<file path="config.mk">
export PLATFORM = sky130hd
export DESIGN_NAME = timer_sampler
export DESIGN_NICKNAME = d
export VERILOG_FILES = /design/src/rtl/timer_sampler.sv
export SDC_FILE = /design/constraint.sdc
export NUM_CORES = 1
export LEC_CHECK = 0
export ABC_AREA = 1
export CAP_MARGIN = 30
export CORE_MARGIN = 5
export CORE_UTILIZATION = 30
export CTS_BUF_LIST = sky130_fd_sc_hd__clkbuf_4 sky130_fd_sc_hd__clkbuf_8
export DETAILED_ROUTE_END_ITERATION = 6
export PLACE_DENSITY = 0.51
export SYNTH_ARGS = -nofsm -noshare
export SYNTH_HDL_FRONTEND = slang
export SYNTH_SLANG_ARGS = --single-unit
</file>
<file path="constraint.sdc">
create_clock -name i_clk -period 2.05 [get_ports i_clk]
set_input_delay 0.3075 -clock i_clk [delete_from_list [all_inputs] [get_ports i_clk]]
set_output_delay 0.3075 -clock i_clk [all_outputs]
set_load 0.01 [all_outputs]
</file>
<file path="src/rtl/timer_sampler.sv">
// Coherent 96-bit timestamp reader: reads seconds lo/hi and nanoseconds from the timer,
// re-reads seconds lo to detect a seconds carry mid-sequence, and retries on mismatch.
module timer_sampler #(
   parameter int unsigned MAX_RETRIES    = 3,
   parameter int unsigned TIMEOUT_CYCLES = 16
) (
   input  logic        i_clk,
   input  logic        i_rst,
   input  logic        i_req,
   output logic        o_busy,
   output logic        o_valid,
   output logic        o_err,
   output logic [63:0] o_seconds,
   output logic [31:0] o_nanoseconds,
   output logic [3:0]  o_addr,
   output logic        o_stb,
   input  logic [31:0] i_dat_r,
   input  logic        i_ack
);

   localparam int unsigned RetryW = (MAX_RETRIES > 0) ? $clog2(MAX_RETRIES + 1) : 1;
   localparam int unsigned TmoW   = (TIMEOUT_CYCLES > 1) ? $clog2(TIMEOUT_CYCLES) : 1;
   localparam logic [RetryW-1:0] RetryMax = RetryW'(MAX_RETRIES);
   localparam logic [TmoW-1:0]   TmoLast  = TmoW'(TIMEOUT_CYCLES - 1);

   typedef enum logic [1:0] {StIdle, StReq, StGap} state_e;

   state_e            state_q, state_d;
   logic [1:0]        step_q, step_d;
   logic [RetryW-1:0] retry_q, retry_d;
   logic [TmoW-1:0]   tmo_q, tmo_d;
   logic [31:0]       lo1_q, lo1_d;
   logic [31:0]       hi_q, hi_d;
   logic [31:0]       ns_q, ns_d;
   logic              done_ok, done_err;

   logic              busy_d, valid_d, err_d, stb_d;
   logic [3:0]        addr_d;
   logic [63:0]       seconds_d;
   logic [31:0]       nanoseconds_d;

   // State and registered outputs
   always_ff @(posedge i_clk) begin
      if (i_rst) begin
         state_q       <= StIdle;
         step_q        <= 2'd0;
         retry_q       <= '0;
         tmo_q         <= '0;
         lo1_q         <= 32'd0;
         hi_q          <= 32'd0;
         ns_q          <= 32'd0;
         o_busy        <= 1'b0;
         o_valid       <= 1'b0;
         o_err         <= 1'b0;
         o_stb         <= 1'b0;
         o_addr        <= 4'h0;
         o_seconds     <= 64'd0;
         o_nanoseconds <= 32'd0;
      end else begin
         state_q       <= state_d;
         step_q        <= step_d;
         retry_q       <= retry_d;
         tmo_q         <= tmo_d;
         lo1_q         <= lo1_d;
         hi_q          <= hi_d;
         ns_q          <= ns_d;
         o_busy        <= busy_d;
         o_valid       <= valid_d;
         o_err         <= err_d;
         o_stb         <= stb_d;
         o_addr        <= addr_d;
         o_seconds     <= seconds_d;
         o_nanoseconds <= nanoseconds_d;
      end
   end

   // Next-state logic
   always_comb begin
      state_d  = state_q;
      step_d   = step_q;
      retry_d  = retry_q;
      tmo_d    = tmo_q;
      lo1_d    = lo1_q;
      hi_d     = hi_q;
      ns_d     = ns_q;
      done_ok  = 1'b0;
      done_err = 1'b0;
      unique case (state_q)
         StIdle: begin
            if (i_req) begin
               state_d = StReq;
               step_d  = 2'd0;
               retry_d = '0;
               tmo_d   = '0;
            end
         end
         StReq: begin
            // An ack on the final timeout edge still completes the read.
            if (i_ack) begin
               tmo_d = '0;
               unique case (step_q)
                  2'd0: begin
                     lo1_d   = i_dat_r;
                     step_d  = 2'd1;
                     state_d = StGap;
                  end
                  2'd1: begin
                     hi_d    = i_dat_r;
                     step_d  = 2'd2;
                     state_d = StGap;
                  end
                  2'd2: begin
                     ns_d    = i_dat_r;
                     step_d  = 2'd3;
                     state_d = StGap;
                  end
                  2'd3: begin
                     if (i_dat_r == lo1_q) begin
                        done_ok = 1'b1;
                        state_d = StIdle;
                     end else if (retry_q < RetryMax) begin
                        retry_d = retry_q + 1'b1;
                        step_d  = 2'd0;
                        state_d = StGap;
                     end else begin
                        done_err = 1'b1;
                        state_d  = StIdle;
                     end
                  end
               endcase
            end else if (tmo_q == TmoLast) begin
               done_err = 1'b1;
               state_d  = StIdle;
            end else begin
               tmo_d = tmo_q + 1'b1;
            end
         end
         StGap: begin
            state_d = StReq;
            tmo_d   = '0;
         end
         default: state_d = StIdle;
      endcase
   end

   // Output next values, registered above
   always_comb begin
      stb_d         = (state_d == StReq);
      busy_d        = (state_d != StIdle);
      valid_d       = done_ok;
      err_d         = done_err;
      addr_d        = o_addr;
      seconds_d     = o_seconds;
      nanoseconds_d = o_nanoseconds;
      if (stb_d) begin
         unique case (step_d)
            2'd0:    addr_d = 4'h0;
            2'd1:    addr_d = 4'h4;
            2'd2:    addr_d = 4'h8;
            2'd3:    addr_d = 4'h0;
         endcase
      end
      if (done_ok) begin
         seconds_d     = {hi_q, lo1_q};
         nanoseconds_d = ns_q;
      end
   end

endmodule

</file>
==> results of run 1 <==
-- tightest hold or removal path, cell delays in order (launching register included) --
cell,delay [ns]
dfxtp_1,0.30
inv_1,0.06
a21oi_1,0.05
-- cell type report --
type / count / area (um2)
multi-input combinational: 594 / 2925
timing repair buffer: 206 / 2095
tap: 330 / 412.9
fill: 2509 / 14490
inverter: 98 / 370.4
sequential: 208 / 4165
clock buffer: 58 / 716.9
clock inverter: 1 / 5.005
-- power by group --
group	total, uW	leakage, uW	switching [uW]	internal, uW
sequential	4150	0.00168	40.8	4110
combinational	564	0.00222	309	255
clock	3790	0.000387	1600	2190
-- final timing paths --
path	depth (start not counted)	slack, ns	startpoint	end
setup / recovery	11	0.21	lo1_q[24]$_SDFFE_PP0P_	o_seconds[19]$_SDFFE_PP0P_
hold / removal	2	0.45	ns_q[4]$_SDFFE_PP0P_	ns_q[4]$_SDFFE_PP0P_
setup reg to reg	11	0.21	lo1_q[24]$_SDFFE_PP0P_	o_seconds[19]$_SDFFE_PP0P_
hold reg to reg	2	0.45	ns_q[4]$_SDFFE_PP0P_	ns_q[4]$_SDFFE_PP0P_
-- layer usage --
metal	GRT usage, %	vias to the layer above	wire length, um
met5	0	-	7
met4	4.063	2	410
met3	3.949	37	1295
met2	23.23	141	9867
met1	22.11	3017	10880
li1	-	3519	-
-- state kept, by name (all words and copies together), names as in the netlist --
signal	cells
o_seconds	64
hi_q	32
lo1_q	32
ns_q	32
o_nanoseconds	32
tmo_q	4
o_addr	2
retry_q	2
state_q	2
step_q	2
o_busy	1
o_err	1
o_stb	1
o_valid	1
-- layout by cell type (no fill, tap or decap), drive strengths merged --
| master | synthesis | layout |
|---|---|---|
| conb | 1 | 2 |
| a211oi | 5 | 5 |
| o21ai | 193 | 193 |
| o2111ai | 1 | 1 |
| nor2 | 127 | 127 |
| o211ai | 1 | 1 |
| nand3 | 4 | 4 |
| clkinv | 0 | 1 |
| clkdlybuf4s50 | 0 | 137 |
| clkbuf | 40 | 59 |
| a21oi | 154 | 154 |
| xnor2 | 23 | 23 |
| inv | 98 | 98 |
| nor3 | 6 | 6 |
| buf | 20 | 68 |
| o21a | 1 | 1 |
| nand4 | 2 | 2 |
| ha | 2 | 2 |
| dfxtp | 208 | 208 |
| nand2 | 73 | 73 |
-- logic make-up after synthesis --
family,Yosys count
flip-flops,208
AO/OA/AOI/OAI,355
other,1
AND/OR/NAND/NOR,212
adder cells (fa/ha/maj),2
XOR/XNOR,23
buffers and inverters,158
-- metrics by stage --
step	util [%]	power, uW	cells
finish	42.45	8499	1495
global placement	39.41	4796	1435
detailed placement	39.41	4798	1435
CTS	42.28	8636	1494
floorplan	-	4520	960
global route	42.45	8918	1495
==> flow_summary.json, run 1 <==
{
  "first_pass_iters": 4,
  "drt_iter0_markers": 374,
  "cp-end-kind": "flip-flop",
  "hp-class": "flip-flop to flip-flop",
  "dp_slack_ns": -0.3028,
  "final_layout_size_suffix_gt1_share_pct": 14.08,
  "path_cells": "xnor2_1 > nand2_1 > nor2_1 > nand2_1 > nor2_2 > nand2_2 > nor3_4 > buf_4 > buf_12 > o21ai_0 > a21oi_1",
  "cp_max_fo": 24,
  "yosysMostFrequentCell": "dfxtp_1",
  "clkTransAtPathRegs_ns": 0.06,
  "stdcell_area_mm2": 0.01069,
  "wl_per_cell_um": 15.02,
  "numCtsBuffers": 36,
  "worstSetupStartpointType": "flip-flop",
  "port_buffers": 137,
  "fin_crit_sh_pct": 89.83,
  "grt_max_degree": 60,
  "place_congestion": 0.7759,
  "grt_pass1_vias": 6558,
  "yosys.area_share.simple_pct": 11.25,
  "synth_cells": 959,
  "antenna_left": 0,
  "cts_setup_buffers": 0,
  "synthTopCellsByArea": "dfxtp_1 (54%), o21ai_0 (13%), a21oi_1 (10%), nor2_1 (6.0%), inv_1 (3.8%)",
  "worst_ir_drop_vdd_v": 0.0003451,
  "synth_fa_ha_area_share_pct": 0.3256,
  "clockRootBuffer": "clkbuf_8",
  "fmax_ghz": 0.5431,
  "hpwl_mm": 15.54,
  "cts_sinks": 208,
  "fin_skew_ns": 0.01699,
  "syn2layout_area_growth_pct": 39.11,
  "nets": 1182,
  "synth_top_area_share_pct": 54.18,
  "crit_type": "flip-flop to flip-flop",
  "synth_xor_area_share_pct": 2.621,
  "synth_cell_types": 24,
  "period_needed_ns": 1.841,
  "cts_tree": "built",
  "routed_wl_mm": 22.46,
  "ys_async_sr_fraction_pct": 0,
  "cp_top_family": "simple AND/OR/NAND/NOR gates",
  "fin_hold_ws_ns": 0.4494,
  "cp_slowest_cell": "dfxtp_1",
  "ys_seq_area_share_pct": 54.18,
  "syn_area_mm2": 0.007685,
  "cp.required_ns": 2.48,
  "setup_viol": 0,
  "rows": 58,
  "path_buf_inv": 2,
  "synth_edf_count": 0,
  "h-tree-depth": 2,
  "num_vias": 6716,
  "diodes": 0,
  "muxShareOfSynthArea_pct": 0,
  "hold_viol_final": 0,
  "crit_top_cell": "nand2_1",
  "outcome": "completed",
  "clock_latency_ns": 0.51,
  "syn_area_per_cell_um2": 8.013,
  "cpPeakStageDelay_ns": 0.36,
  "clk_path_buf_depth": 3,
  "grt_usage_pct": 15.45,
  "antenna_found_initial": 1,
  "synth-compound-area-share_pct": 23.40,
  "die_area_mm2": 0.02892,
  "cp.arrival_ns": 2.28,
  "synth_top_family_by_area": "compound AO/OA/AOI/OAI gates",
  "gr-total-overflow": 0,
  "die_width_um": 170.1,
  "synth_common_cells": "dfxtp_1 (208), o21ai_0 (193), a21oi_1 (154), nor2_1 (123), inv_1 (77)",
  "holdBufCountCts": 0,
  "slew_violations": 0,
  "ys_ff_latch": 208,
  "via_per_inst": 4.492,
  "yosys.area.top_type": "dfxtp_1",
  "initial_core_util_pct": 30.52,
  "cts_resized": 0,
  "place_area_mm2": 0.009925,
  "io_pins": 140,
  "finalSetupTns_ns": 0,
  "ys_warn_count": 0,
  "coreArea_mm2": 0.02518,
  "grt_setup_unrepaired": "yes",
  "drc": 0,
  "grt_pass1_wl_mm": 36.00,
  "ys.flop_type": "dfxtp_1",
  "p_leak_uw": 0.004286,
  "power.density_mw_per_mm2": 795.0,
  "setup_ws_ns": 0.2086,
  "maxCapViolations": 0,
  "die_h_um": 170.1
}
No activity file was read; power rests on OpenSTA's default activity.
==> run 2, diff against run 1 <==
CORE_UTILIZATION = 29   (was 30)
PLACE_DENSITY = 0.49   (was 0.51)
==> flow_summary.json, run 2 (same netlist as run 1, synthesis figures left out) <==
{
  "rr_worst_depth": 13,
  "crit_start": "lo1_q[19]$_SDFFE_PP0P_",
  "clk_path_buf_depth": 3,
  "hp-class": "input pin to flip-flop",
  "grt_setup_unrepaired": "no",
  "drc": 0,
  "first_pass_iters": 4,
  "outcome": "completed",
  "cp-end-kind": "flip-flop",
  "cts_sinks": 208,
  "setup_viol": 0,
  "grt_pass1_wl_mm": 36.43,
  "power.density_mw_per_mm2": 819.6,
  "post-route-util_pct": 41.36,
  "internal-power_uw": 6804,
  "antenna_found_initial": 0,
  "worstSetupStartpointType": "flip-flop",
  "cts_tree": "built",
  "crit_type": "flip-flop to flip-flop",
  "cp_slowest_cell": "dfxtp_1",
  "cp_top_family": "simple AND/OR/NAND/NOR gates",
  "grt_usage_pct": 14.78,
  "period_needed_ns": 1.872,
  "comb_power_share_pct": 6.6,
  "slew_violations": 0,
  "gr-total-overflow": 0,
  "path_cells": "inv_1 > nand2_1 > nand2_1 > nand2_1 > nor2_2 > nand2_1 > nor2_4 > nand2_4 > nor3_4 > buf_4 > buf_12 > o21ai_0 > a21oi_1",
  "cpPeakStageDelay_ns": 0.33,
  "routed_wl_mm": 23.02,
  "finalSetupTns_ns": 0,
  "p_sw_share_pct": 22.97,
  "p_switching_uw": 2029,
  "fin_crit_sh_pct": 91.33,
  "syn2layout_area_growth_pct": 40.25,
  "grt_pass1_vias": 6563,
  "cp.depth": 13,
  "port_buffers": 137,
  "cp.arrival_ns": 2.31,
  "maxCapViolations": 0,
  "holdBufCountCts": 0,
  "rows": 59,
  "coreArea_mm2": 0.02606,
  "io_pins": 140,
  "fin_skew_ns": 0.01777,
  "wl_per_cell_um": 15.35,
  "fillers": 2599,
  "hold_viol_final": 0,
  "place_congestion": 0.8034,
  "largest_reg_flops": 64,
  "initial_core_util_pct": 29.49,
  "hold_depth": 3,
  "crit_top_cell": "nand2_1",
  "diodes": 0,
  "p_seq_share_pct": 47.0,
  "h-tree-depth": 2,
  "cp.required_ns": 2.49,
  "largest_register": "o_seconds",
  "hpwl_mm": 16.09,
  "fmax_ghz": 0.5341,
  "mostFrequentLayoutCells": "dfxtp_1 (203), o21ai_0 (193), a21oi_1 (154)",
  "worst_ir_drop_vdd_v": 0.0003874,
  "power.clock.fraction_pct": 46.4,
  "drt_iter0_markers": 353,
  "nets": 1180,
  "die_area_mm2": 0.02985,
  "rrSetupSlack_ns": 0.18,
  "clock_latency_ns": 0.51,
  "path_buf_inv": 3,
  "numCtsBuffers": 37,
  "final_layout_size_suffix_gt1_share_pct": 14.76,
  "clkTransAtPathRegs_ns": 0.06,
  "hold_start": "i_dat_r[3]",
  "final_common_cell": "dfxtp_1",
  "r2r-start": "lo1_q[19]$_SDFFE_PP0P_",
  "clockRootBuffer": "clkbuf_8",
  "p_leak_uw": 0.004354,
  "r2r-end": "o_seconds[15]$_SDFFE_PP0P_",
  "cp_max_fo": 22,
  "die_h_um": 172.8,
  "antenna_left": 0,
  "grt_max_degree": 47,
  "via_per_inst": 4.473,
  "die_width_um": 172.8,
  "num_vias": 6709,
  "cp-endpoint": "o_seconds[15]$_SDFFE_PP0P_"
}
## run 2: cell types whose count changed in the layout (fill, tap and decap cells not counted), sizes merged
| cell | previous run | this run |
|---|---|---|
| inv | 98 | 99 |
| clkdlybuf4s50 | 137 | 136 |
| buf | 68 | 66 |
| bufinv | 0 | 1 |
| clkbuf | 59 | 58 |
| dlymetal6s2s | 0 | 1 |
| clkinv | 1 | 2 |
## run 2: how the worst min path moves through the flow
stage | end | slack, ns
5_1_grt | lo1_q[3]$_SDFFE_PP0P_ | 0.24
4_1_cts | o_nanoseconds[7]$_SDFFE_PP0P_ | 0.45
3_5_place_dp | o_nanoseconds[7]$_SDFFE_PP0P_ | 0.44
3_3_place_gp | o_nanoseconds[3]$_SDFFE_PP0P_ | 0.44
6_report | lo1_q[3]$_SDFFE_PP0P_ | 0.24
2_1_floorplan | o_err$_SDFF_PP0_ | 0.39
## run 2: what timing repair did
action                     4_1_cts  5_1_grt
gates resized for setup          0       17
buffers inserted                 0        0
setup endpoints to repair        0       64
## run 2: final cells by class
class / instances / area (um2) / share of cell area (%)
flip-flops and latches: 208 / 4170 / 38.69
inverters: 98 / 370.4 / 3.436
repair buffers: 203 / 2061 / 19.12
clock inverters: 4 / 48.80 / 0.4528
well taps: 335 / 419.2 / 3.889
clock buffers: 58 / 748.2 / 6.942
multi-input cells: 594 / 2960 / 27.47
## run 2: per-layer routing
layer  share of wire [%]  global-route usage [%]  wire length [um]
met1                  49                   20.82             11350
met2                  43                   22.50              9985
met3                 5.4                   3.777              1243
met4                 1.9                   4.127               447
met5                   0                       0                 0
## run 2: per-stage QoR
| step | setup slack (ns) | total power [uW] | instance area (um2) | hold WS, ns | instances |
|---|---|---|---|---|---|
| floorplan | 0.4154 | 4520 | 7689 | 0.3860 | 960 |
| global placement | -0.3434 | 4809 | 9916 | 0.4384 | 1438 |
| detailed placement | -0.3761 | 4812 | 9916 | 0.4439 | 1438 |
| CTS | 0.1121 | 8968 | 10710 | 0.4524 | 1500 |
| global route | 0.0008877 | 9227 | 10780 | 0.2363 | 1500 |
| finish | 0.1776 | 8834 | 10780 | 0.2380 | 1500 |
## run 2: worst register-to-register path, stage by stage (launching register included)
cell and delay, ns:
dfxtp_1 0.33, inv_1 0.10, nand2_1 0.06, nand2_1 0.05, nand2_1 0.06, nor2_2 0.14, nand2_1 0.11, nor2_4 0.14
nand2_4 0.08, nor3_4 0.19, buf_4 0.18, buf_12 0.16, o21ai_0 0.10, a21oi_1 0.12
## run 2: power groups by stage
stage	logic, uW	registers [uW]	clock network, uW
finish	580	4150	4100
global route	640	4160	4430
global placement	572	4240	0
detailed placement	574	4240	0
floorplan	289	4230	0
CTS	578	4150	4240
==> run 3, diff against run 2 <==
CORE_UTILIZATION = 50   (was 29)
PLACE_DENSITY = 0.77   (was 0.49)
TNS_END_PERCENT = 20   (was not set)
==> flow_summary.json, run 3 (same netlist as run 1, synthesis figures left out) <==
{
  "outcome": "completed",
  "die_width_um": 134.0,
  "coreArea_mm2": 0.01515,
  "post-route-util_pct": 69.09,
  "cp_slowest_cell": "dfxtp_1",
  "comb_power_share_pct": 6.6,
  "initial_core_util_pct": 50.74,
  "worst_ir_drop_vdd_v": 0.0005890,
  "first_pass_iters": 5,
  "drc": 0,
  "mostFrequentLayoutCells": "dfxtp_1 (207), o21ai_0 (192), a21oi_1 (154)",
  "dp_slack_ns": -0.3323,
  "nets": 1176,
  "grt_max_degree": 71,
  "internal-power_uw": 6631,
  "antenna_left": 0,
  "period_needed_ns": 2.014,
  "p_sw_share_pct": 22.75,
  "antenna_found_initial": 0,
  "grt_pass1_vias": 6905,
  "cp-end-kind": "flip-flop",
  "rows": 45,
  "routed_wl_mm": 21.37,
  "drt_iter0_markers": 582,
  "crit_type": "flip-flop to flip-flop",
  "crit_top_cell": "nand2_1",
  "gr-total-overflow": 0,
  "io_pins": 140,
  "fin_crit_sh_pct": 98.23,
  "worstSetupStartpointType": "flip-flop",
  "via_per_inst": 5.252,
  "slew_violations": 0,
  "stdcell_area_mm2": 0.01046,
  "cp_max_fo": 35,
  "cp.required_ns": 2.50,
  "cp.arrival_ns": 2.46,
  "fin_hold_ws_ns": 0.4532,
  "port_buffers": 137,
  "wl_per_cell_um": 15.86,
  "power.clock.fraction_pct": 45.0,
  "hp-class": "flip-flop to flip-flop",
  "cpPeakStageDelay_ns": 0.32,
  "die_h_um": 134.0,
  "path_buf_inv": 2,
  "final_layout_size_suffix_gt1_share_pct": 13.55,
  "num_vias": 7074,
  "final_common_cell": "dfxtp_1",
  "p_seq_share_pct": 48.4,
  "p_leak_uw": 0.004271,
  "numCtsBuffers": 35,
  "clock_latency_ns": 0.51,
  "path_cells": "xnor2_1 > nand2_1 > nor2_1 > nand2_1 > nor2_2 > nand2_2 > nor3_4 > buf_4 > clkbuf_16 > o21ai_0 > a21oi_1",
  "place_congestion": 0.8266,
  "syn2layout_area_growth_pct": 36.16,
  "p_switching_uw": 1953,
  "clkTransAtPathRegs_ns": 0.06,
  "cp_top_family": "simple AND/OR/NAND/NOR gates",
  "clockRootBuffer": "clkbuf_8",
  "clk_path_buf_depth": 3,
  "grt_pass1_wl_mm": 34.37,
  "largest_reg_flops": 64,
  "h-tree-depth": 2,
  "grt_setup_unrepaired": "yes",
  "place_area_mm2": 0.009649,
  "setup_viol": 0,
  "maxCapViolations": 0,
  "setup_ws_ns": 0.03621,
  "diodes": 0,
  "largest_register": "o_seconds",
  "finalSetupTns_ns": 0,
  "hold_viol_final": 0,
  "grt_usage_pct": 23.31,
  "die_area_mm2": 0.01795,
  "power.density_mw_per_mm2": 820.3,
  "cts_sinks": 208,
  "fin_skew_ns": 0.01308,
  "hpwl_mm": 14.02,
  "cts_tree": "built",
  "fmax_ghz": 0.4966
}
run 3: cell types whose count changed in the layout (fill, tap and decap cells not counted), moves of 2 or more:
cell,delta
xnor2_2,-4
clkbuf_16,+2
nor2_4,-2
xnor2_1,+4
dfxtp_1,+4
buf_4,-2
clkbuf_8,-4
buf_12,-3
dfxtp_2,-4
run 3: worst min-delay path, delay by kind of cell, from the launching register on:
kind | cells | cell delay [ns]
AOI/OAI and AO/OA | 1 | 0.06
buffers and inverters | 1 | 0.06
DFF | 1 | 0.30
run 3: power by group through the flow:
stage	registers, uW	clock network (uW)	logic (uW)
after detailed placement	4240	0	557
final	4150	3870	566
after CTS	4150	3910	562
after floorplan	4230	0	289
after global routing	4160	4120	621
after global placement	4240	0	548
run 3: per-layer routing:
metal,routed length [um],up-vias,global-route usage [%]
met5,0,-,0
met1,9416,3322,29.99
met2,10170,208,38.85
met4,418,0,6.686
met3,1363,41,6.039
li1,-,3503,-
run 3: worst paths after layout:
| path | slack [ns] | to | depth (start not counted) | start |
|---|---|---|---|---|
| worst max-delay path | 0.04 | o_nanoseconds[14]$_SDFFE_PP0P_ | 11 | lo1_q[2]$_SDFFE_PP0P_ |
| worst min-delay path | 0.45 | o_nanoseconds[15]$_SDFFE_PP0P_ | 2 | ns_q[15]$_SDFFE_PP0P_ |
| worst max register to register | 0.04 | o_nanoseconds[14]$_SDFFE_PP0P_ | 11 | lo1_q[2]$_SDFFE_PP0P_ |
| worst min register to register | 0.45 | o_nanoseconds[15]$_SDFFE_PP0P_ | 2 | ns_q[15]$_SDFFE_PP0P_ |
run 3: what timing repair did:
action | CTS | global route
hold endpoints to repair | 0 | 0
hold buffers | 0 | 0
setup buffers | 0 | 2
endpoints found under the setup margin | 0 | 56
gates resized for setup | 0 | 6
run 3: per-stage QoR:
step / total power, uW / cells
3_3_place_gp: 4783 / 1285
5_1_grt: 8894 / 1347
3_5_place_dp: 4795 / 1285
6_report: 8584 / 1347
4_1_cts: 8626 / 1343
2_1_floorplan: 4520 / 960
run 3: layout make-up:
class / count / area [um2]
fillers: 1220 / 4682
clock buffers: 54 / 693.2
clock inverters: 4 / 45.04
well taps: 188 / 235.2
repair buffers: 201 / 2044
inverters: 98 / 370.4
multi-input cells: 594 / 2910
flip-flops and latches: 208 / 4165
